### src/rtl/tcbm_drive_link.sv
// rtl/tcbm_drive_link.sv - drive-side TCBM DAV/ACK handshake engine with code decode and byte streams
module tcbm_drive_link #(
    parameter int TIMEOUT     = 65535,
    parameter int SYNC_STAGES = 2
) (
    input  logic       phi2,
    input  logic       _reset,
    input  logic [7:0] tcbm_data_in,
    output logic [7:0] tcbm_data_out,
    output logic       tcbm_data_oe,
    input  logic       tcbm_dav,
    output logic       tcbm_ack,
    output logic [1:0] tcbm_st,
    output logic [7:0] m_data,
    output logic       m_cmd,
    output logic       m_valid,
    input  logic       m_ready,
    input  logic [7:0] s_data,
    input  logic       s_last,
    input  logic       s_valid,
    output logic       s_ready,
    output logic       err,
    input  logic       err_clr,
    output logic       busy
);

    typedef enum logic [2:0] {
        IDLE, CODE_ACK, PARAM_WAIT, PARAM_PUSH, PARAM_ACK, RD_WAIT, RD_ACK, RD_REL
    } state_t;

    localparam logic [15:0] TIMEOUT_C = 16'(TIMEOUT);

    logic [SYNC_STAGES-1:0]      dav_sync;
    logic [SYNC_STAGES-1:0][7:0] data_sync;
    logic                        dav_s;
    logic [7:0]                  data_s;

    state_t      state, state_n;
    logic [7:0]  code_q, code_n;
    logic [15:0] tcnt, cnt_n;
    logic        prem, prem_n;
    logic        ack_n, oe_n, mvalid_n, mcmd_n, sready_n, err_set, err_n;
    logic [7:0]  dout_n, mdata_n;
    logic [1:0]  st_n;

    // Sync chains idle at the released-strobe level so reset never looks like a DAV.
    always_ff @(posedge phi2) begin
        if (!_reset) begin
            dav_sync  <= '1;
            data_sync <= '0;
        end else begin
            dav_sync  <= {dav_sync[SYNC_STAGES-2:0], tcbm_dav};
            data_sync <= {data_sync[SYNC_STAGES-2:0], tcbm_data_in};
        end
    end

    assign dav_s  = dav_sync[SYNC_STAGES-1];
    assign data_s = data_sync[SYNC_STAGES-1];
    assign busy   = (state != IDLE);

    always_ff @(posedge phi2) begin
        if (!_reset) begin
            state         <= IDLE;
            code_q        <= '0;
            tcnt          <= '0;
            prem          <= 1'b0;
            tcbm_ack      <= 1'b1;
            tcbm_data_oe  <= 1'b0;
            tcbm_data_out <= '0;
            tcbm_st       <= 2'b00;
            m_valid       <= 1'b0;
            m_data        <= '0;
            m_cmd         <= 1'b0;
            s_ready       <= 1'b0;
            err           <= 1'b0;
        end else begin
            state         <= state_n;
            code_q        <= code_n;
            tcnt          <= cnt_n;
            prem          <= prem_n;
            tcbm_ack      <= ack_n;
            tcbm_data_oe  <= oe_n;
            tcbm_data_out <= dout_n;
            tcbm_st       <= st_n;
            m_valid       <= mvalid_n;
            m_data        <= mdata_n;
            m_cmd         <= mcmd_n;
            s_ready       <= sready_n;
            err           <= err_n;
        end
    end

    always_comb begin
        state_n  = state;
        code_n   = code_q;
        cnt_n    = tcnt;
        prem_n   = prem;
        ack_n    = tcbm_ack;
        oe_n     = tcbm_data_oe;
        dout_n   = tcbm_data_out;
        st_n     = tcbm_st;
        mvalid_n = m_valid;
        mdata_n  = m_data;
        mcmd_n   = m_cmd;
        sready_n = 1'b0;
        err_set  = 1'b0;

        case (state)
            IDLE: begin
                if (!dav_s) begin
                    code_n  = data_s;
                    ack_n   = 1'b0;
                    state_n = CODE_ACK;
                    if (data_s == 8'h81 || data_s == 8'h82 || data_s == 8'h83) begin
                        st_n = 2'b00;
                    end else begin
                        st_n    = 2'b11;
                        err_set = 1'b1;
                    end
                end
            end
            CODE_ACK: begin
                if (dav_s) begin
                    ack_n = 1'b1;
                    case (code_q)
                        8'h81, 8'h82: state_n = PARAM_WAIT;
                        8'h83: begin
                            state_n = RD_WAIT;
                            cnt_n   = '0;
                        end
                        default: state_n = IDLE;
                    endcase
                end
            end
            PARAM_WAIT: begin
                if (!dav_s) begin
                    mdata_n  = data_s;
                    mcmd_n   = (code_q == 8'h81);
                    mvalid_n = 1'b1;
                    prem_n   = 1'b0;
                    state_n  = PARAM_PUSH;
                end
            end
            PARAM_PUSH: begin
                // Strobe released before we acknowledged: flag it, still hand the byte over.
                if (dav_s && !prem) begin
                    err_set = 1'b1;
                    prem_n  = 1'b1;
                end
                if (m_ready) begin
                    mvalid_n = 1'b0;
                    if (prem || dav_s) begin
                        state_n = IDLE;
                    end else begin
                        ack_n   = 1'b0;
                        state_n = PARAM_ACK;
                    end
                end
            end
            PARAM_ACK: begin
                if (dav_s) begin
                    ack_n   = 1'b1;
                    state_n = IDLE;
                end
            end
            RD_WAIT: begin
                // OE goes up one cycle ahead of ACK so the byte is settled on the cable.
                if (tcbm_data_oe) begin
                    ack_n   = 1'b0;
                    state_n = RD_ACK;
                end else if (dav_s) begin
                    cnt_n = '0;
                end else if (s_valid) begin
                    dout_n   = s_data;
                    st_n     = s_last ? 2'b10 : 2'b00;
                    sready_n = 1'b1;
                    oe_n     = 1'b1;
                end else if (tcnt == TIMEOUT_C) begin
                    dout_n = 8'h00;
                    st_n   = 2'b01;
                    oe_n   = 1'b1;
                end else begin
                    cnt_n = tcnt + 16'd1;
                end
            end
            RD_ACK: begin
                if (dav_s) begin
                    ack_n   = 1'b1;
                    oe_n    = 1'b0;
                    state_n = RD_REL;
                end
            end
            RD_REL:  state_n = IDLE;
            default: state_n = IDLE;
        endcase

        err_n = err_set ? 1'b1 : (err_clr ? 1'b0 : err);
    end

endmodule
### config.mk
export PLATFORM = sky130hd
export DESIGN_NAME = tcbm_drive_link
export DESIGN_NICKNAME = d
export VERILOG_FILES = /design/src/rtl/tcbm_drive_link.sv
export SDC_FILE = /design/constraint.sdc
export NUM_CORES = 1
export LEC_CHECK = 0
export BUFFER_PORTS_ARGS = -buffer_cell sky130_fd_sc_hd__clkbuf_2
export CAP_MARGIN = 20
export CELL_PAD_IN_SITES_DETAIL_PLACEMENT = 2
export CELL_PAD_IN_SITES_GLOBAL_PLACEMENT = 2
export CORE_UTILIZATION = 37
export DETAILED_ROUTE_END_ITERATION = 10
export PLACE_DENSITY = 0.85
export SKIP_CTS_REPAIR_TIMING = 1
export SYNTH_ARGS = -nofsm -noshare
export SYNTH_HDL_FRONTEND = slang
export SYNTH_SLANG_ARGS = --single-unit
### constraint.sdc
create_clock -name phi2 -period 3.05 [get_ports phi2]
set_input_delay 0.7625 -clock phi2 [delete_from_list [all_inputs] [get_ports phi2]]
set_output_delay 0.7625 -clock phi2 [all_outputs]
set_load 0.02 [all_outputs]
==> results by group <==
Run status
  – Outcome: finished, final reports clean

STA
  – Max Freq: between 400 and 500 MHz
  – Total setup violations reported at the end of the flow: 0
  – Rel. slew slack: roughly three fifths
  – RSZ-0062 raised after global routing: false
  – Worst Tran Pin Value: 0.581 ns
  – Fin. Hold Viols: 0
  – Max Slew Vio Count: 0
  – Final Skew: 0.00785 ns
  – Minimum clock period: around 2.3 ns
  – Final setup TNS: 0 ns
  – Post-route clock period utilization: approximately three quarters

Setup path
  – Crit-path cells: buf_4 -> nor2b_1 -> inv_1 -> o31a_1 -> o21a_4 -> a211o_1
  – Crit path launch type: register
  – Reg2reg end: tcnt[10]
  – CP delay by family, top: compound AO/OA/AOI/OAI gates
  – CP Capture Point: tcnt[10]
  – Slowest CP cell: o31a_1
  – Crit path max fanout: 16
  – Crit path capture type: register
  – Worst reg2reg setup slack: just under 0.8 ns
  – Crit path depth: 6
  – Buffers and inverters on the worst path: 2
  – Arrival @ worst endpoint: about 2.5 ns
  – FF-to-FF path depth: 6
  – Worst Setup SP: state[1]
  – Data required time at the worst endpoint: 3.29 ns
  – Crit Path Category: reg -> reg
  – Max incr delay on CP: just under 0.5 ns
  – R2R Path Start: state[1]

Power
  – Net Switching: roughly 490 uW
  – Sw Ratio: 27.6%
  – Combinational power share: about 5.3%
  – Clock network power share: about 41%
  – Cell internal pwr: ~1.3 mW
  – VDD IR max: around 0.17 mV
  – Pwr dens: around 480 nW/um^2
  – Register share of total power: between 50 and 60%
  – Leak: 1.39 nW

Worst hold path
  – Type of the worst min-delay path: reg -> reg

Synth
  – Area leader, netlist: dfxtp_1
  – Syn nets: 383
  – Post-synth top area share: 44.4%
  – Synth unique cells: 58
  – Sequential area share after synthesis: between 40% and 50%
  – Count leader, synth: dfxtp_1
  – Post-synth ARST share: 0%
  – Post-synth top cells: dfxtp_1, nand2_1, clkbuf_1
  – Largest cells by area after synthesis: dfxtp_1, nand2_1, a21boi_0
  – Synthesis-stage register bit count: 70
  – Post-Syn Area per Cell: 8.78 um^2
  – Ys flop type: dfxtp_1
  – Mapped Cells: between 300 and 400
  – Yosys warns: 0
  – Post-synth EDFFs: 0
  – Post-Synthesis Cell Area: between 3000 and 4000 um^2

Clock tree
  – CTS tree: built
  – H-tree depth: 3
  – CTS Buf Count: 9
  – Clk buf depth: 2
  – Root Buffer: clkbuf_8
  – # clock sinks: 70
  – Later-pin clock latency in the skew report: roughly 0.35 ns
  – Clock-pin slew on the worst setup and hold paths: about 0.09 ns

Route
  – WL/cell: approximately 19 um
  – Vias/cell: 5.61
  – Post-route ant nets: 0
  – Total wire length: approximately 9.6 mm
  – Iter 0 DRT Violations: 100
  – Via Count: 2862
  – DRT Pass-1 Iters: 5
  – DRC errors left: 0

Die
  – Top Ports: 48
  – Die area: 8890 um^2
  – Core ar.: 8220 um^2
  – Row count: 33
  – Die W: 94.3 um
  – Initial Utilization: about two fifths
  – Die Y-Extent: about 94 um

Placed design
  – Placer congestion estimate: ~0.75
  – Post-DP HPWL: between 6 and 7 mm
  – Buffers added on ports: 47
  – DP Area: ~3500 um^2

Global route
  – Vias in the first global route: 3146
  – Largest net degree at the start of global routing: 61
  – GRT Overall Usage: 23.6%
  – Total gr overflow: 0
  – Initial antenna violation count: 0
  – First-pass GRT wire length: 15.9 mm

Layout
  – Post-route cell area: between 3000 and 4000 um^2
  – Antenna Cells: 0
  – Area grow syn2layout: 15.5%
  – Layout cell share with drive strength beyond 1: between 20% and 30%
  – Nets: between 400 and 500
  – Layout fillers: just over 900

Job
  – Max-cap viol count: 0
per-layer routing:
layer,global-route usage (%),up-vias,share of wire (%)
met2,43.2,39,53
li1,-,1370,-
met1,26.4,1434,42
met3,4.13,19,2.4
met4,11.0,0,2.4
met5,0,-,0
final cells by class:
type	instances	area [um^2]	share of cell area, %
clock buffers	9	124	3.40
clock inverters	7	57.6	1.58
inverters	8	30.0	0.825
multi-input cells	256	1600	44.0
flip-flops and latches	70	1400	38.5
well taps	105	131	3.61
repair buffers	55	295	8.11
flip-flops by register name, summed over array words and instances (netlist names), 2 cells and up:
signal / cells
tcnt: 16
m_data: 8
code_q: 8
tcbm_st: 2
state: 3
tcbm_data_out: 8
data_sync: 8
dav_sync: 2
data_s: 8
power by group through the flow:
stage               Sequential [mW]  Combinational [mW]  Clock (mW)
floorplan                     0.960              0.0527           0
global placement              0.959              0.0884           0
detailed placement            0.961              0.0913           0
CTS                           0.940              0.0931       0.739
global route                  0.942               0.102       0.782
finish                        0.940              0.0926       0.725
layout by cell type, fill, tap and decap left out, types with 11 or more instances in the layout:
master    count
nor2b_1      11
nand4_1      13
nor2_1       17
dfxtp_1      70
clkbuf_2     47
and2_1       17
nand2_1      53
a21oi_1      11
o21ai_0      17
a21boi_0     17
worst min path at each step:
stage,from,to,slack [ns],cells after the start
after floorplan,dav_sync[0],dav_sync[1],0.39,1
after global placement,data_sync[6],data_s[6],0.42,1
after detailed placement,data_sync[5],data_s[5],0.42,1
after CTS,data_sync[5],data_s[5],0.44,1
after global routing,dav_sync[0],dav_sync[1],0.47,1
final,data_sync[5],data_s[5],0.44,1
per-stage QoR:
step                cells  hold WS (ns)  util, %  setup WS, ns  power, mW
detailed placement    494         0.421     42.1         0.823       1.05
floorplan             359         0.386        -          1.10       1.01
global placement      494         0.418     42.1         0.925       1.05
global route          510         0.465     44.3         0.632       1.83
finish                510         0.438     44.3         0.790       1.76
CTS                   510         0.443     44.3         0.775       1.77
cell families (layout without fill, tap and decap cells):
family / count (synthesis) / in the layout / share of synthesized area [%]
multiplexers: 2 / 2 / 0.635
XOR/XNOR: 1 / 1 / 0.278
buffers and inverters: 33 / 79 / 4.96
AND/OR/NAND/NOR: 160 / 160 / 28.0
AO/OA/AOI/OAI: 92 / 92 / 21.3
adder cells (fa/ha/maj): 1 / 1 / 0.397
flip-flops: 70 / 70 / 44.4
Power figures use the tool's default switching activity.
